`config.mk`:
```
export PLATFORM = sky130hd
export DESIGN_NAME = dump_sequencer
export DESIGN_NICKNAME = d
export VERILOG_FILES = /design/src/rtl/dump_sequencer_pkg.sv /design/src/rtl/dump_sequencer_word_serializer.sv /design/src/rtl/dump_sequencer.sv
export SDC_FILE = /design/constraint.sdc
export NUM_CORES = 1
export LEC_CHECK = 0
export CAP_MARGIN = 20
export CORE_MARGIN = 5
export CORE_UTILIZATION = 48
export CTS_CLUSTER_SIZE = 30
export DETAILED_ROUTE_END_ITERATION = 16
export PLACE_DENSITY_LB_ADDON = 0.05
export SYNTH_ARGS = -nofsm -noshare
export SYNTH_HDL_FRONTEND = slang
export SYNTH_SLANG_ARGS = --single-unit
```
`constraint.sdc`:
```
create_clock -name i_clk -period 3.8 [get_ports i_clk]
set_input_delay 0.76 -clock i_clk [delete_from_list [all_inputs] [get_ports i_clk]]
set_output_delay 0.76 -clock i_clk [all_outputs]
set_load 0.02 [all_outputs]
```
`src/rtl/dump_sequencer_pkg.sv`:
```
// Shared types for the debug state-dump sequencer: FSM states, dump sources
// and default word geometry.
package dump_sequencer_pkg;

  typedef enum logic [2:0] {
    ST_IDLE,
    ST_WAIT,
    ST_LOAD,
    ST_SEND,
    ST_NEXT,
    ST_CHK,
    ST_DONE
  } state_t;

  typedef enum logic [1:0] {
    SRC_PC,
    SRC_REG,
    SRC_MEM
  } src_t;

  localparam int N_DEF          = 8;
  localparam int DATA_SZ_DEF    = 32;
  localparam int BYTES_PER_WORD = DATA_SZ_DEF / N_DEF;

  // Byte counter width able to hold any index 0..bytes-1 plus headroom.
  function automatic int cnt_bits(input int bytes);
    return $clog2(bytes) + 1;
  endfunction

endpackage

```
`src/rtl/dump_sequencer_word_serializer.sv`:
```
// Loads one word and shifts it out MSB-byte-first; a byte leaves only when the
// TX FIFO is not full, so backpressure simply stalls the shift.
module word_serializer #(
  parameter int N       = 8,
  parameter int DATA_SZ = 32,
  parameter int CW      = 3
) (
  input  logic               clk,
  input  logic               rst,
  input  logic               load,
  input  logic [DATA_SZ-1:0] load_data,
  input  logic [CW-1:0]      last_idx,
  input  logic               send,
  input  logic               tx_full,
  output logic [N-1:0]       tx_data,
  output logic               wr,
  output logic               last_byte
);

  logic [DATA_SZ-1:0] shreg;
  logic [CW-1:0]      cnt;
  logic [CW-1:0]      lim;

  assign tx_data   = shreg[DATA_SZ-1 -: N];
  assign wr        = send && !tx_full;
  assign last_byte = wr && (cnt == lim);

  // The byte limit is captured with the word so PC and data words may differ in length.
  always_ff @(posedge clk or posedge rst) begin
    if (rst) begin
      shreg <= '0;
      cnt   <= '0;
      lim   <= '0;
    end else if (load) begin
      shreg <= load_data;
      cnt   <= '0;
      lim   <= last_idx;
    end else if (wr) begin
      shreg <= shreg << N;
      cnt   <= cnt + CW'(1);
    end
  end

endmodule

```
`src/rtl/dump_sequencer.sv`:
```
// Walks PC, register file and a data-memory window, streaming each word to the UART TX FIFO.
// Optional trailing XOR checksum byte when DUMP_CHECKSUM_EN is defined.
module dump_sequencer
  import dump_sequencer_pkg::*;
#(
  parameter int N       = 8,
  parameter int W       = 5,
  parameter int MEM_W   = 5,
  parameter int PC_SZ   = 32,
  parameter int DATA_SZ = 32
) (
  input  logic               i_clk,
  input  logic               i_reset,
  input  logic               i_start,
  input  logic [PC_SZ-1:0]   i_pc,
  input  logic [DATA_SZ-1:0] i_reg_data,
  input  logic [DATA_SZ-1:0] i_mem_data,
  input  logic               i_tx_full,
  output logic [W-1:0]       o_addr,
  output logic [MEM_W-1:0]   o_mem_addr,
  output logic [N-1:0]       o_tx_data,
  output logic               o_wr,
  output logic               o_busy,
  output logic               o_done
);

  localparam int BPW      = DATA_SZ / N;
  localparam int CW       = cnt_bits(BPW);
  localparam int PC_BYTES = ((PC_SZ < DATA_SZ) ? PC_SZ : DATA_SZ) / N;

  state_t             state_q, state_d;
  src_t               src_q;
  logic [W-1:0]       addr_q;
  logic [MEM_W-1:0]   mem_addr_q;
  logic               ser_load;
  logic [DATA_SZ-1:0] ser_data;
  logic [CW-1:0]      ser_last;
  logic               ser_send;
  logic               last_byte;
  logic [DATA_SZ-1:0] pc_word;

  // A short PC is left-aligned so its PC_BYTES bytes are the ones shifted out.
  if (PC_SZ >= DATA_SZ) begin : g_pc_trunc
    assign pc_word = i_pc[DATA_SZ-1:0];
  end else begin : g_pc_align
    assign pc_word = {i_pc, {(DATA_SZ-PC_SZ){1'b0}}};
  end

`ifdef DUMP_CHECKSUM_EN
  logic [N-1:0] chk_q;

  always_ff @(posedge i_clk or posedge i_reset) begin
    if (i_reset) begin
      chk_q <= '0;
    end else if (state_q == ST_IDLE) begin
      chk_q <= '0;
    end else if (state_q == ST_SEND && o_wr) begin
      chk_q <= chk_q ^ o_tx_data;
    end
  end
`endif

  assign ser_send   = (state_q == ST_SEND) || (state_q == ST_CHK);
  assign o_addr     = addr_q;
  assign o_mem_addr = mem_addr_q;
  assign o_busy     = (state_q != ST_IDLE);
  assign o_done     = (state_q == ST_DONE);

  always_comb begin
    state_d  = state_q;
    ser_load = 1'b0;
    ser_data = '0;
    ser_last = CW'(BPW - 1);
    case (state_q)
      ST_IDLE: if (i_start) state_d = ST_WAIT;
      ST_WAIT: state_d = ST_LOAD;
      ST_LOAD: begin
        ser_load = 1'b1;
        state_d  = ST_SEND;
        case (src_q)
          SRC_PC: begin
            ser_data = pc_word;
            ser_last = CW'(PC_BYTES - 1);
          end
          SRC_REG: ser_data = i_reg_data;
          default: ser_data = i_mem_data;
        endcase
      end
      ST_SEND: if (last_byte) state_d = ST_NEXT;
      ST_NEXT: begin
        state_d = ST_WAIT;
        if (src_q == SRC_MEM && mem_addr_q == '1) begin
`ifdef DUMP_CHECKSUM_EN
          state_d  = ST_CHK;
          ser_load = 1'b1;
          ser_data = DATA_SZ'(chk_q) << (DATA_SZ - N);
          ser_last = '0;
`else
          state_d = ST_DONE;
`endif
        end
      end
      ST_CHK:  if (last_byte) state_d = ST_DONE;
      ST_DONE: state_d = ST_IDLE;
      default: state_d = ST_IDLE;
    endcase
  end

  always_ff @(posedge i_clk or posedge i_reset) begin
    if (i_reset) begin
      state_q    <= ST_IDLE;
      src_q      <= SRC_PC;
      addr_q     <= '0;
      mem_addr_q <= '0;
    end else begin
      state_q <= state_d;
      if (state_q == ST_IDLE && i_start) begin
        src_q      <= SRC_PC;
        addr_q     <= '0;
        mem_addr_q <= '0;
      end else if (state_q == ST_NEXT) begin
        // Counters saturate at their final value; they restart only on the next start.
        case (src_q)
          SRC_PC: begin
            src_q  <= SRC_REG;
            addr_q <= '0;
          end
          SRC_REG: begin
            if (addr_q != '1) begin
              addr_q <= addr_q + W'(1);
            end else begin
              src_q      <= SRC_MEM;
              mem_addr_q <= '0;
            end
          end
          default: if (mem_addr_q != '1) mem_addr_q <= mem_addr_q + MEM_W'(1);
        endcase
      end
    end
  end

  word_serializer #(
    .N       (N),
    .DATA_SZ (DATA_SZ),
    .CW      (CW)
  ) u_ser (
    .clk       (i_clk),
    .rst       (i_reset),
    .load      (ser_load),
    .load_data (ser_data),
    .last_idx  (ser_last),
    .send      (ser_send),
    .tx_full   (i_tx_full),
    .tx_data   (o_tx_data),
    .wr        (o_wr),
    .last_byte (last_byte)
  );

endmodule

```
# Word-level counts from Yosys, hierarchy flattened
# Cells that the tools add are included.
# totals
in_bits	100
regBits	51
out_inout_bits	21
# op_classes
addsub	3
n_reduce_logical	17
n_mux	25
n_eq_ne	18
# ops
operator	count
32-bit 2-to-1 mux	3
32-bit one-hot mux with 2 select lines	1
5-bit 2-to-1 mux	7
5-bit one-hot mux with 2 select lines	2
3-bit 2-to-1 mux	6
3-bit one-hot mux with 6 select lines	1
5-bit by 1-bit adder with 5-bit output (second input constant)	2
5-bit != test (second input constant)	2
3-bit == test (second input constant)	3
3-bit AND reduction	3
3-bit nonzero test	3
2-bit != test (second input constant)	4
3-bit by 2-bit == test with 1-bit output (second input constant)	2
2-bit 2-to-1 mux	3
3-bit != test (second input constant)	2
5-bit == test (second input constant)	1
1-bit logical AND	4
2-bit one-hot mux with 2 select lines	1
4-bit AND reduction	1
2-bit nonzero test	2
3-bit by 1-bit adder with 3-bit output (second input constant)	1
3-bit by 1-bit == test with 1-bit output (second input constant)	1
3-bit by 2-bit == test with 1-bit output	1
3-bit logical NOT	1
6 further kinds	6

# Longest topological paths before layout
# depth
word_depth	6
depth_mapped	8
depth_no_buf	7

# Cells and area by module
# From an unflattened synthesis, not the netlist that was laid out.
# hier_totals
cells_unflattened	413
area_unflattened_um2	3540.9
# by_module_without_submodules
module	area_per_inst_um2	cells_each	instances
word_serializer	1829.3	173	1
dump_sequencer	1711.6	240	1

# Worst setup path before layout
# No wires, ideal clock.
# synth_timing
kind	in2out
startpoint	input i_tx_full
endpoint	output o_wr
cell_stages	5
setup_slack_ps	1609
arrival_ps	1431
cell_sequence	nand2b_1 -> a21o_1 -> buf_6 -> clkinv_4 -> buf_4
# synth_between
elab_chain_len	2
# synth_lines
item	line_no	text
start: declaration	dump_sequencer.sv:18	input logic i_tx_full,
1-bit logical NOT	dump_sequencer_word_serializer.sv:25	assign wr = send && !tx_full;
1-bit logical AND	dump_sequencer_word_serializer.sv:25	
end: declaration	dump_sequencer.sv:22	output logic o_wr,
# No other way between the ends.

# Final worst setup path
# Same ends and word-level chain as after synthesis.

==> impl_metrics.py <==
metrics = {
    "timing": {
        "whs_ns": 0.498,
        "maxSlewViolCount": 0,
        "rsz0062_at_grt": "no",
        "finalHoldViolCount": 0,
        "period_share_pct": 83.5,
        "setup_viol": 0,
        "slew_headroom_pct": 31.0,
        "setup-tns-final_ns": 0,
        "finClkSkew_ns": 0.00578,
        "tightest_slew_ns": 1.04,
        "fin_ws_ns": 0.625,
        "fin_crit_ns": 3.17,
        "timing.fmax_mhz": 315,
    },
    "logic_synthesis": {
        "synth.largest_area_cell": "dfrtp_1",
        "synthTopCellsByCount": "nand2_1 (73), dfrtp_1 (51), nand3_1 (44)",
        "ys_types": 49,
        "yosys.area.top_type_share_pct": 39.9,
        "yosysSeqAreaShare_pct": 39.9,
        "yosys-top-cells-area": "dfrtp_1 (40%), mux2i_1 (11%), nand2_1 (8.6%)",
        "synthesis.area_um2": 3200,
        "synth_area_per_cell_um2": 8.63,
        "synth-edff-count": 0,
        "ys_ff_latch": 51,
        "synthFlopType": "dfrtp_1",
        "synth_fp_nets": 476,
        "syn-instance-count": 371,
        "synth.most_common_cell": "nand2_1",
        "ys_warn_count": 0,
        "ys_async_sr_fraction_pct": 100,
    },
    "clock_tree": {
        "cts_post_setup_buffers_inserted": 0,
        "htree_levels": 2,
        "cts_resized": 0,
        "cts_tree": "yes",
        "worstSkewPairLatency_ns": 0.30,
        "root_buffer": "clkbuf_8",
        "cts_sinks": 51,
        "cts_buffers": 5,
        "ctsHoldBuffers": 0,
        "clock_path_buffers": 2,
        "clk_pin_slew_worst_paths_ns": 0.08,
    },
    "pwr": {
        "leakage_nw": 1.93,
        "power_density_nw_per_um2": 600,
        "total_power_mw": 2.64,
        "peakVddDrop_mv": 0.309,
    },
    "drt": {
        "drt_wl_total_um": 8060,
        "drt_iter0_markers": 155,
        "m1WireLength_um": 3590,
        "dr_wl_met2_um": 3650,
        "wl_per_cell_um": 14.8,
        "drcViolationCount": 0,
        "num_vias": 2963,
        "avgViaCountPerCell": 5.45,
        "antenna_left": 0,
        "top_layer": "met4",
        "wl_met3_um": 687,
        "dr.pass1.iters": 5,
    },
    "floorplanning": {
        "io_pins": 121,
        "start_util_pct": 49.8,
        "num_rows": 29,
        "core-area_um2": 6420,
        "die_width_um": 91.7,
        "dieArea_um2": 8400,
        "die_height_um": 91.7,
    },
    "min_path": {
        "min_from": "u_ser.shreg[11]$_DFFE_PP0P_",
        "hold_path.class": "reg -> reg",
        "hold_path_end": "u_ser.shreg[19]$_DFFE_PP0P_",
        "hold_depth": 2,
    },
    "layout": {
        "final_cells": 544,
        "diodes": 0,
        "drive_above_1_share_pct": 5.57,
        "final_nets": 571,
        "syn2layout_area_growth_pct": 37.6,
    },
    "worst_setup_path": {
        "start_kind": "input port",
        "end_kind": "output port",
        "path_class": "in -> out",
        "r2r-end": "u_ser.shreg[27]$_DFFE_PP0P_",
        "reg2reg_slack_ns": 1.74,
        "critical_path_required_ns": 3.04,
        "critPathArrivalTime_ns": 2.41,
        "r2r_cells": 4,
        "crit_fanout": 28,
        "r2r_start": "state_q[2]$_DFFE_PP0P_",
    },
    "placed_design": {
        "numPortBuffers": 120,
        "gp_congestion": 0.772,
        "numPlacedInstances": 535,
        "place_hpwl_um": 5990,
        "pre_cts_ws_ns": 0.636,
    },
    "run": {
        "maxCapViolations": 0,
    },
    "global_routing": {
        "grt-ovfl-total": 0,
        "grt_max_degree": 52,
        "grt_pass1_wl_um": 13400,
        "grt_pass1_vias": 2808,
        "antenna_found_initial": 0,
        "grt_use_total_pct": 19.5,
    },
    "outcome": {
        "status": "completed",
    },
}
how the worst max path moves through the flow:
stage                end  slack (ns)      start  depth (start not counted)
finish              o_wr        0.63  i_tx_full                          5
global route        o_wr        0.54  i_tx_full                          5
CTS                 o_wr        0.62  i_tx_full                          5
detailed placement  o_wr        0.64  i_tx_full                          5
global placement    o_wr        0.65  i_tx_full                          5
floorplan           o_wr        1.61  i_tx_full                          5
placed cells by master, fill, tap and decap left out, types with 2 or more instances in the layout:
cell	count
clkdlybuf4s50_1	120
dfrtp_1	49
a22o_1	5
nand2b_1	5
ha_1	5
inv_2	2
a21oi_1	9
or3_1	2
nor2_1	23
nand3_1	44
xnor2_1	2
o21ai_0	18
a31oi_1	11
and2_1	2
nand2_1	73
mux2i_1	34
a211oi_1	8
dfrtp_2	2
buf_4	3
clkbuf_8	5
o21ai_1	10
clkbuf_1	2
nand3b_1	2
and3_1	3
nor2b_1	2
per-stage QoR:
step                area, µm²  util, %
global route             4400     68.6
finish                   4400     68.6
global placement         4300     67.0
detailed placement       4300     67.0
floorplan                3200        -
CTS                      4380     68.3
final cells by class:
| type | instances | area, µm² |
|---|---|---|
| clock buffer | 7 | 76.3 |
| clock inverter | 1 | 5.00 |
| fill | 536 | 2020 |
| inverter | 4 | 20.0 |
| multi-input combinational | 280 | 1680 |
| sequential | 51 | 1280 |
| tap | 77 | 96.3 |
| timing repair buffer | 124 | 1240 |
logic make-up (layout without fill, tap and decap cells):
kind of cell,Yosys count,count (layout),share of synthesized area (%)
AO/OA/AOI/OAI,70,70,13.6
XOR/XNOR,2,2,0.547
adder cells (fa/ha/maj),5,5,1.95
buffers and inverters,40,136,7.51
flip-flops,51,51,39.9
multiplexers,36,36,11.5
AND/OR/NAND/NOR,167,167,25.1
routing by layer:
layer  global-route usage (%)  up-vias
met2                     29.8      125
met1                     27.2     1350
met4                     6.03        0
met5                        0        -
li1                         -     1480
met3                     4.99        8
sequential cells by signal, summed over array words and instances, names as in the netlist:
register / count
o_mem_addr: 5
u_ser.lim: 1
u_ser.shreg: 32
src_q: 2
u_ser.cnt: 3
o_addr: 5
state_q: 3
power breakdown:
group / total, mW / switching, mW / leakage [nW] / internal, mW
Combinational: 1.33 / 0.708 / 1.24 / 0.623
Clock: 0.297 / 0.167 / 0.0422 / 0.130
Sequential: 1.02 / 0.273 / 0.645 / 0.743
Total: 2.64 / 1.15 / 1.93 / 1.50
critical path, cell delays in order:
cell and delay, ns:
clkdlybuf4s50_1 0.41, nand2b_1 0.18, a21o_1 0.22, clkinv_4 0.18, clkdlybuf4s50_1 0.65
Power figures use the tool's default switching activity.
